**src/rtl/ar_credit_rbuf.sv**
```systemverilog
// ar_credit_rbuf: credit-gated AR pass-through with an in-order R beat buffer.
// Every AR forwarded to memory first reserves one buffer slot per beat, so the
// R channel toward memory can stay permanently ready without ever overflowing.
// Returned beats are queued in arrival order and replayed to the prefetcher.
module ar_credit_rbuf #(
    parameter int ADDR_BITS       = 16,
    parameter int BURST_LEN_WIDTH = 8,
    parameter int TID_WIDTH       = 8,
    parameter int DATA_WIDTH      = 8,
    parameter int LOG_DEPTH       = 3
) (
    input  logic                       clk,
    input  logic                       resetN,

    // read request from the prefetcher
    input  logic                       s_ar_valid,
    output logic                       s_ar_ready,
    input  logic [BURST_LEN_WIDTH-1:0] s_ar_len,
    input  logic [ADDR_BITS-1:0]       s_ar_addr,
    input  logic [TID_WIDTH-1:0]       s_ar_id,

    // read request to memory
    output logic                       m_ar_valid,
    input  logic                       m_ar_ready,
    output logic [BURST_LEN_WIDTH-1:0] m_ar_len,
    output logic [ADDR_BITS-1:0]       m_ar_addr,
    output logic [TID_WIDTH-1:0]       m_ar_id,

    // R channel from memory
    input  logic                       m_r_valid,
    output logic                       m_r_ready,
    input  logic [DATA_WIDTH-1:0]      m_r_data,
    input  logic [TID_WIDTH-1:0]       m_r_id,
    input  logic                       m_r_last,

    // buffered R channel to the prefetcher
    output logic                       s_r_valid,
    input  logic                       s_r_ready,
    output logic [DATA_WIDTH-1:0]      s_r_data,
    output logic [TID_WIDTH-1:0]       s_r_id,
    output logic                       s_r_last,

    // bit0: oversize burst seen, bit1: unrequested R beat seen (both sticky)
    output logic [1:0]                 errorCode
);

    localparam int DEPTH = 1 << LOG_DEPTH;
    localparam int CW    = LOG_DEPTH + 1;          // counter width, holds 0..DEPTH
    localparam int NW    = BURST_LEN_WIDTH + 1;    // beats-per-burst width
    localparam int XW    = ((NW > CW) ? NW : CW) + 1; // common compare width
    localparam int EW    = DATA_WIDTH + TID_WIDTH + 1; // stored {data,id,last}

    // occupancy state
    logic [CW-1:0]        r_cnt;     // beats sitting in the buffer
    logic [CW-1:0]        r_outst;   // beats requested but not yet returned
    logic [LOG_DEPTH-1:0] r_wptr;
    logic [LOG_DEPTH-1:0] r_rptr;
    logic [1:0]           r_err;

    // beat storage; contents are meaningful only where s_r_valid says so
    logic [EW-1:0]        r_mem [DEPTH];

    logic [NW-1:0]        w_need;
    logic [XW-1:0]        w_need_x;
    logic [CW-1:0]        w_need_c;
    logic [CW-1:0]        w_free;
    logic                 w_grant;
    logic                 w_oversize;
    logic                 w_ar_hs;
    logic                 w_wr;
    logic                 w_drop;
    logic                 w_pop;
    logic [CW-1:0]        w_ar_add;
    logic [CW-1:0]        w_wr_inc;
    logic [CW-1:0]        w_pop_dec;
    logic [EW-1:0]        w_head;

    // credit check: a burst may go out only if every beat already has a slot
    always_comb begin
        w_need     = {1'b0, s_ar_len} + NW'(1);
        w_need_x   = XW'(w_need);
        w_need_c   = w_need_x[CW-1:0];
        w_free     = CW'(DEPTH) - r_cnt - r_outst;
        w_grant    = (w_need_x <= XW'(w_free));
        // anything longer than the whole buffer can never be granted
        w_oversize = (w_need_x > XW'(DEPTH));
    end

    // AR passes straight through, gated by credit; held low while in reset
    assign m_ar_valid = s_ar_valid & w_grant & resetN;
    assign s_ar_ready = m_ar_ready & w_grant & resetN;
    assign m_ar_len   = s_ar_len;
    assign m_ar_addr  = s_ar_addr;
    assign m_ar_id    = s_ar_id;

    // every accepted beat was pre-reserved, so memory is never back-pressured
    assign m_r_ready  = 1'b1;

    // per-cycle events; all three may coincide and are applied as a net update
    always_comb begin
        w_ar_hs   = s_ar_valid & m_ar_ready & w_grant;
        w_wr      = m_r_valid & (r_outst != '0);
        w_drop    = m_r_valid & (r_outst == '0);
        w_pop     = (r_cnt != '0) & s_r_ready;
        w_ar_add  = w_ar_hs ? w_need_c : '0;
        w_wr_inc  = {{(CW-1){1'b0}}, w_wr};
        w_pop_dec = {{(CW-1){1'b0}}, w_pop};
    end

    // counters, pointers and sticky error flags
    always_ff @(posedge clk or negedge resetN) begin
        if (!resetN) begin
            r_cnt   <= '0;
            r_outst <= '0;
            r_wptr  <= '0;
            r_rptr  <= '0;
            r_err   <= '0;
        end else begin
            r_outst <= r_outst + w_ar_add - w_wr_inc;
            r_cnt   <= r_cnt + w_wr_inc - w_pop_dec;
            if (w_wr)
                r_wptr <= r_wptr + LOG_DEPTH'(1);
            if (w_pop)
                r_rptr <= r_rptr + LOG_DEPTH'(1);
            if (s_ar_valid && w_oversize)
                r_err[0] <= 1'b1;
            if (w_drop)
                r_err[1] <= 1'b1;
        end
    end

    // beat storage write; unrequested beats never touch the array
    always_ff @(posedge clk) begin
        if (w_wr)
            r_mem[r_wptr] <= {m_r_data, m_r_id, m_r_last};
    end

    // head slot drives the prefetcher side directly, no extra pipeline stage
    assign w_head    = r_mem[r_rptr];
    assign s_r_valid = (r_cnt != '0);
    assign s_r_data  = w_head[EW-1 -: DATA_WIDTH];
    assign s_r_id    = w_head[TID_WIDTH:1];
    assign s_r_last  = w_head[0];
    assign errorCode = r_err;

endmodule

```
**config.mk**
```make
export PLATFORM = sky130hd
export DESIGN_NAME = ar_credit_rbuf
export DESIGN_NICKNAME = d
export VERILOG_FILES = /design/src/rtl/ar_credit_rbuf.sv
export SDC_FILE = /design/constraint.sdc
export NUM_CORES = 1
export LEC_CHECK = 0
export BUFFER_PORTS_ARGS = -buffer_cell sky130_fd_sc_hd__buf_4
export CAP_MARGIN = 20
export CORE_ASPECT_RATIO = 2
export CORE_MARGIN = 2
export CORE_UTILIZATION = 41
export DETAILED_ROUTE_END_ITERATION = 12
export PLACE_DENSITY = 0.67
export SETUP_SLACK_MARGIN = 0.1
export SKIP_CTS_REPAIR_TIMING = 1
export SLEW_MARGIN = 20
export SYNTH_ARGS = -nofsm -noshare
export SYNTH_HDL_FRONTEND = slang
export SYNTH_SLANG_ARGS = --single-unit
```
**constraint.sdc**
```tcl
create_clock -name clk -period 8.3 [get_ports clk]
set_input_delay 0.415 -clock clk [delete_from_list [all_inputs] [get_ports clk]]
set_output_delay 0.415 -clock clk [all_outputs]
set_load 0.05 [all_outputs]
```
=== Word level (Yosys, flattened, before mapping) ===
Memory sizes are Yosys's and may differ from the RTL's.
Cells that the tools add are included.

* Memories: 1
* Word-level logic and storage cells: 34
* RAM bits: 136
* Flip-flop bits (word level): 16

* Bitwise gates (word level): 9
* Add/subtract/negate cells: 9
* Multiplexer cells: 3
* $lt $le $gt $ge: 2
* Reduce and logical (&&, ||, !) cells: 4

{| class="wikitable"
|+ Memories
! name !! depth !! bits a word !! read ports !! clocked after Yosys merged registers in !! wr ports !! line !! RTL
|-
| r_mem || 8 || 17 || 1 || 0 || 1 || 61 || <nowiki>logic [EW-1:0] r_mem [DEPTH];</nowiki>
|}

{| class="wikitable"
|+ Operators by type and width
! operator !! count
|-
| $add A8 B1 Y9 const B || 1
|-
| $and A1 B1 Y1 || 9
|-
| $gt A9 B4 Y1 const B || 1
|-
| $le A9 B4 Y1 || 1
|-
| $reduce_bool A4 Y1 || 2
|-
| $sub A4 B1 Y4 || 2
|-
| $add A3 B1 Y3 const B || 2
|-
| $add A4 B1 Y4 || 1
|-
| $add A4 B4 Y4 || 1
|-
| $logic_not A4 Y1 || 1
|-
| $mux W4 || 1
|-
| $sub A4 B4 Y4 || 1
|-
| $sub A4 B4 Y4 const A || 1
|-
| $mux W1 || 2
|-
| $logic_and A1 B1 Y1 || 1
|}

=== Depth between registers and ports, before layout ===
* Word-level depth: 7
* Gate-level depth with buffers: 18

=== Worst setup path after synthesis ===
No wires, ideal clock.

* Path kind: reg-to-reg
* From: reg r_cnt[1]
* To: reg r_outst[3]
* Arrival: 3.605 ns
* Cell stages (with the launch flop): 19
* Clock period less this slack: 3.685 ns
* Buffers on the path: 0
* Path slack: 4.615 ns
* Path through: dfrtp_1 > ha_1 > inv_1 > ha_1 > fa_1 > xnor2_1 > xnor2_1 > ha_1 > a21oi_1 > a21oi_1 > nor2_2 > nand4_1 > ha_1 > inv_1 > ha_1 > a21o_1 > a21oi_1 > xnor2_1 > xnor2_1

* Word-level cells in the longest chain between the ends: 7

{| class="wikitable"
|+ Ends and longest elaborated chain
! item !! line !! RTL
|-
| start: declaration || 54 || <nowiki>logic [CW-1:0] r_cnt;</nowiki>
|-
| start signal: assignment || 120 || <nowiki>r_cnt <= r_cnt + w_wr_inc - w_pop_dec;</nowiki>
|-
| $sub A4 B4 Y4 (2 in series) || 83 || <nowiki>w_free = CW'(DEPTH) - r_cnt - r_outst;</nowiki>
|-
| $le A9 B4 Y1 || 84 || <nowiki>w_grant = (w_need_x <= XW'(w_free));</nowiki>
|-
| $and A1 B1 Y1 || 101 || <nowiki>w_ar_hs = s_ar_valid & m_ar_ready & w_grant;</nowiki>
|-
| $mux W4 || 105 || <nowiki>w_ar_add = w_ar_hs ? w_need_c : '0;</nowiki>
|-
| $add A4 B4 Y4 || 119 || <nowiki>r_outst <= r_outst + w_ar_add - w_wr_inc;</nowiki>
|-
| $sub A4 B1 Y4 || 119 ||
|-
| end signal: assignment || 119 ||
|-
| end: declaration || 55 || <nowiki>logic [CW-1:0] r_outst;</nowiki>
|}

No other way between the ends.
A chain may end at the register's enable or synchronous reset.

=== Worst setup path after layout ===
Same ends and word-level chain as after synthesis.

==> results.py <==
metrics = {
    "setup_path": {
        "worstPathArrival_ns": 4.25,
        "crit_end": "r_outst[3]",
        "reg2reg_from": "r_cnt[1]",
        "worstRegToRegCells": 18,
        "crit_start": "r_cnt[1]",
        "crit_chain": "ha_1 > inv_1 > ha_1 > fa_1 > xnor2_1 > xnor2_1 > ha_1 > a21oi_1 > a21oi_1 > nor2_2 > nand4_1 > ha_1 > inv_1 > ha_1 > a21o_1 > a21oi_1 > xnor2_1 > xnor2_1",
        "slowest_delay_ns": 0.42,
        "cp-end-kind": "flop",
        "critical_path.most_common_cell": "ha_1",
        "start_kind": "flop",
        "worst-r2r-setup-slack_ns": 4.39,
        "crit_family": "adder cells",
        "path_max_fanout": 5,
        "path_class": "flop to flop",
        "path_depth": 18,
        "reg2reg_to": "r_outst[3]",
        "worstPathRequired_ns": 8.64,
        "cpMaxStageDelayCell": "dfrtp_1",
        "worst-path-buf-inv": 2,
    },
    "drt": {
        "wl_um": 12000,
        "viasPerCell": 5.16,
        "drc_errors": 0,
        "drt_first_pass_iters": 4,
        "drtIter0Drc": 226,
        "final_antenna_net_count": 0,
        "vias": 3262,
        "drt-wirelength-per-cell_um": 19.0,
    },
    "placement": {
        "dp.final_hpwl_um": 7910,
        "place_congestion": 0.748,
        "placed_cells": 599,
        "dpl_cell_area_um2": 7240,
        "port_buffers": 60,
    },
    "power": {
        "pwr-share-seq_pct": 36.3,
        "netSwitchingPower_mw": 1.08,
        "clockPowerShare_pct": 25.3,
        "p_comb_share_pct": 38.5,
        "switching_share_pct": 35.6,
        "irDropWorstVdd_uv": 189,
        "p_leak_nw": 2.93,
        "power_density_nw_per_um2": 387,
        "p_int_mw": 1.96,
    },
    "cells_and_area": {
        "area_growth_pct": 15.9,
        "final_area_um2": 7860,
        "mostFrequentLayoutCells": "edfxtp_1, buf_4, mux4_1",
        "drive_gt1_share_pct": 30.8,
        "fin_cells": 632,
        "nets": 496,
        "layout_commonest_cell": "edfxtp_1",
        "antennaDiodeCount": 0,
    },
    "clock_network": {
        "clk_pin_slew_worst_paths_ns": 0.06,
        "clk_latency_ns": 0.42,
        "clockBufferDepth": 2,
        "cts_tree": "built",
        "cts_made_buffers": 17,
        "cts_root_buf": "clkbuf_16",
        "htreeDepth": 4,
        "clkSinkCount": 152,
    },
    "synthesis": {
        "synth_seq_area_share_pct": 66.2,
        "synth_compound_area_share_pct": 1.55,
        "synth_ff_type": "edfxtp_1",
        "synth_nets": 450,
        "synth_cell_types": 39,
        "syn_area_um2": 6780,
        "synth_top_area_share_pct": 60.3,
        "syn_inst": 369,
        "synth_top_family_by_area": "multiplexers",
        "avgSynthCellArea_um2": 18.4,
        "yosysTopAreaCell": "edfxtp_1",
        "synth_xor_area_share_pct": 1.94,
        "synth-async-reset-ratio_pct": 10.5,
        "yosys_warnings": 0,
        "yosys_register_bits": 152,
        "synth_edf_count": 136,
        "synth.area.top_cells": "edfxtp_1, mux4_1, dfrtp_1",
        "synthMuxAreaShare_pct": 15.8,
        "synth_simple_gate_area_share_pct": 3.21,
        "synth_fa_ha_area_share_pct": 5.13,
    },
    "sta": {
        "clock.fmax_ghz": 0.256,
        "rsz0062_at_grt": "false",
        "fin_crit_ns": 3.91,
        "maxSlewViolCount": 0,
        "setup_violations": 0,
        "hold_viol": 0,
        "setup_tns_ns": 0,
        "slew_headroom_pct": 28.8,
        "period_share_pct": 47.1,
        "tightest_slew_ns": 1.07,
        "fin_skew_ns": 0.00623,
    },
    "global_routing": {
        "grt_overflow": 0,
        "grt_max_degree": 37,
        "grt-busiest-layer": "met2",
        "antenna_found_initial": 0,
        "grt_first_pass_wirelength_um": 19100,
        "grt_pass1_vias": 3559,
        "grtUsageMet3_pct": 3.64,
        "grtUsageMet1_pct": 15.6,
        "grt_use_total_pct": 15.0,
        "use_met2_pct": 27.6,
    },
    "outcome": {
        "status": "finished clean",
    },
    "hold_path": {
        "hold_class": "primary input to flop",
        "min_from": "m_r_valid",
    },
    "flow_run": {
        "drv_cap": 0,
    },
    "floorplan": {
        "fp.dieH_um": 186,
        "io_pins": 110,
        "core-area_um2": 16200,
        "die_area_um2": 17600,
        "start_util_pct": 41.9,
        "rows": 66,
        "die_w_um": 94.9,
    },
}
area by class of cell:
cell class                 count  area, µm²
clock buffer                  17        425
clock inverter                15        178
fill                        1383       8330
inverter                      26       97.6
multi-input combinational    148       1890
sequential                   152       4490
tap                          204        255
timing repair buffer          70        528
worst min path at each step:
stage              endpoint  slack, ns  depth (start not counted)
2_1_floorplan  errorCode[0]       0.12                          0
3_3_place_gp   errorCode[0]       0.30                          1
3_5_place_dp   errorCode[0]       0.30                          1
4_1_cts        errorCode[0]      -0.16                          1
5_1_grt        errorCode[1]       0.21                          2
6_report       errorCode[1]       0.21                          2
cell families (layout without fill, tap and decap cells):
group,Yosys count,count (layout)
fa+ha+maj,26,26
other cells,1,1
flops,152,152
simple gates,39,39
mux,52,52
buf+inv,69,128
xor+xnor,15,15
compound gates,15,15
registers in the layout, summed over array words and instances (netlist names):
signal and cells:
r_rptr 3, r_outst 4, r_mem 136, r_cnt 4, r_wptr 3, errorCode 2
power by group through the flow:
stage	clock network, mW	registers (mW)	logic, mW
finish	0.769	1.10	1.17
global route	0.818	1.12	1.27
CTS	0.784	1.11	1.19
detailed placement	0	1.12	1.19
floorplan	0	1.04	0.984
global placement	0	1.11	1.16
routing by layer:
layer / wire length, µm / part of all wire (%)
met5: 0 / 0
met4: 292 / 2.4
met3: 593 / 4.9
met2: 6820 / 57
met1: 4330 / 36
synthesized netlist by cell type (2+ instances only):
| cell | n |
|---|---|
| a21o_1 | 3 |
| a21oi_1 | 5 |
| and3_1 | 3 |
| buf_1 | 2 |
| buf_2 | 3 |
| buf_4 | 33 |
| buf_6 | 4 |
| dfrtp_1 | 16 |
| edfxtp_1 | 136 |
| fa_1 | 3 |
| ha_1 | 23 |
| inv_1 | 26 |
| mux2_2 | 18 |
| mux4_1 | 27 |
| mux4_2 | 7 |
| nand2_1 | 7 |
| nand2b_1 | 5 |
| nand3_1 | 5 |
| nand4_1 | 3 |
| nor2_1 | 6 |
| nor3_1 | 2 |
| nor4_1 | 2 |
| xnor2_1 | 12 |
| xor2_1 | 3 |
metrics by stage:
step / setup WS, ns / power, mW / hold WS (ns) / utilization [%]
after floorplan: 4.62 / 2.02 / 0.119 / -
after global placement: 4.45 / 2.27 / 0.296 / 44.7
after detailed placement: 4.35 / 2.31 / 0.295 / 44.7
after CTS: 4.33 / 3.09 / -0.157 / 48.5
after global routing: 4.06 / 3.21 / 0.212 / 48.5
final: 4.39 / 3.04 / 0.212 / 48.5
(Power assumes the default switching activity.)
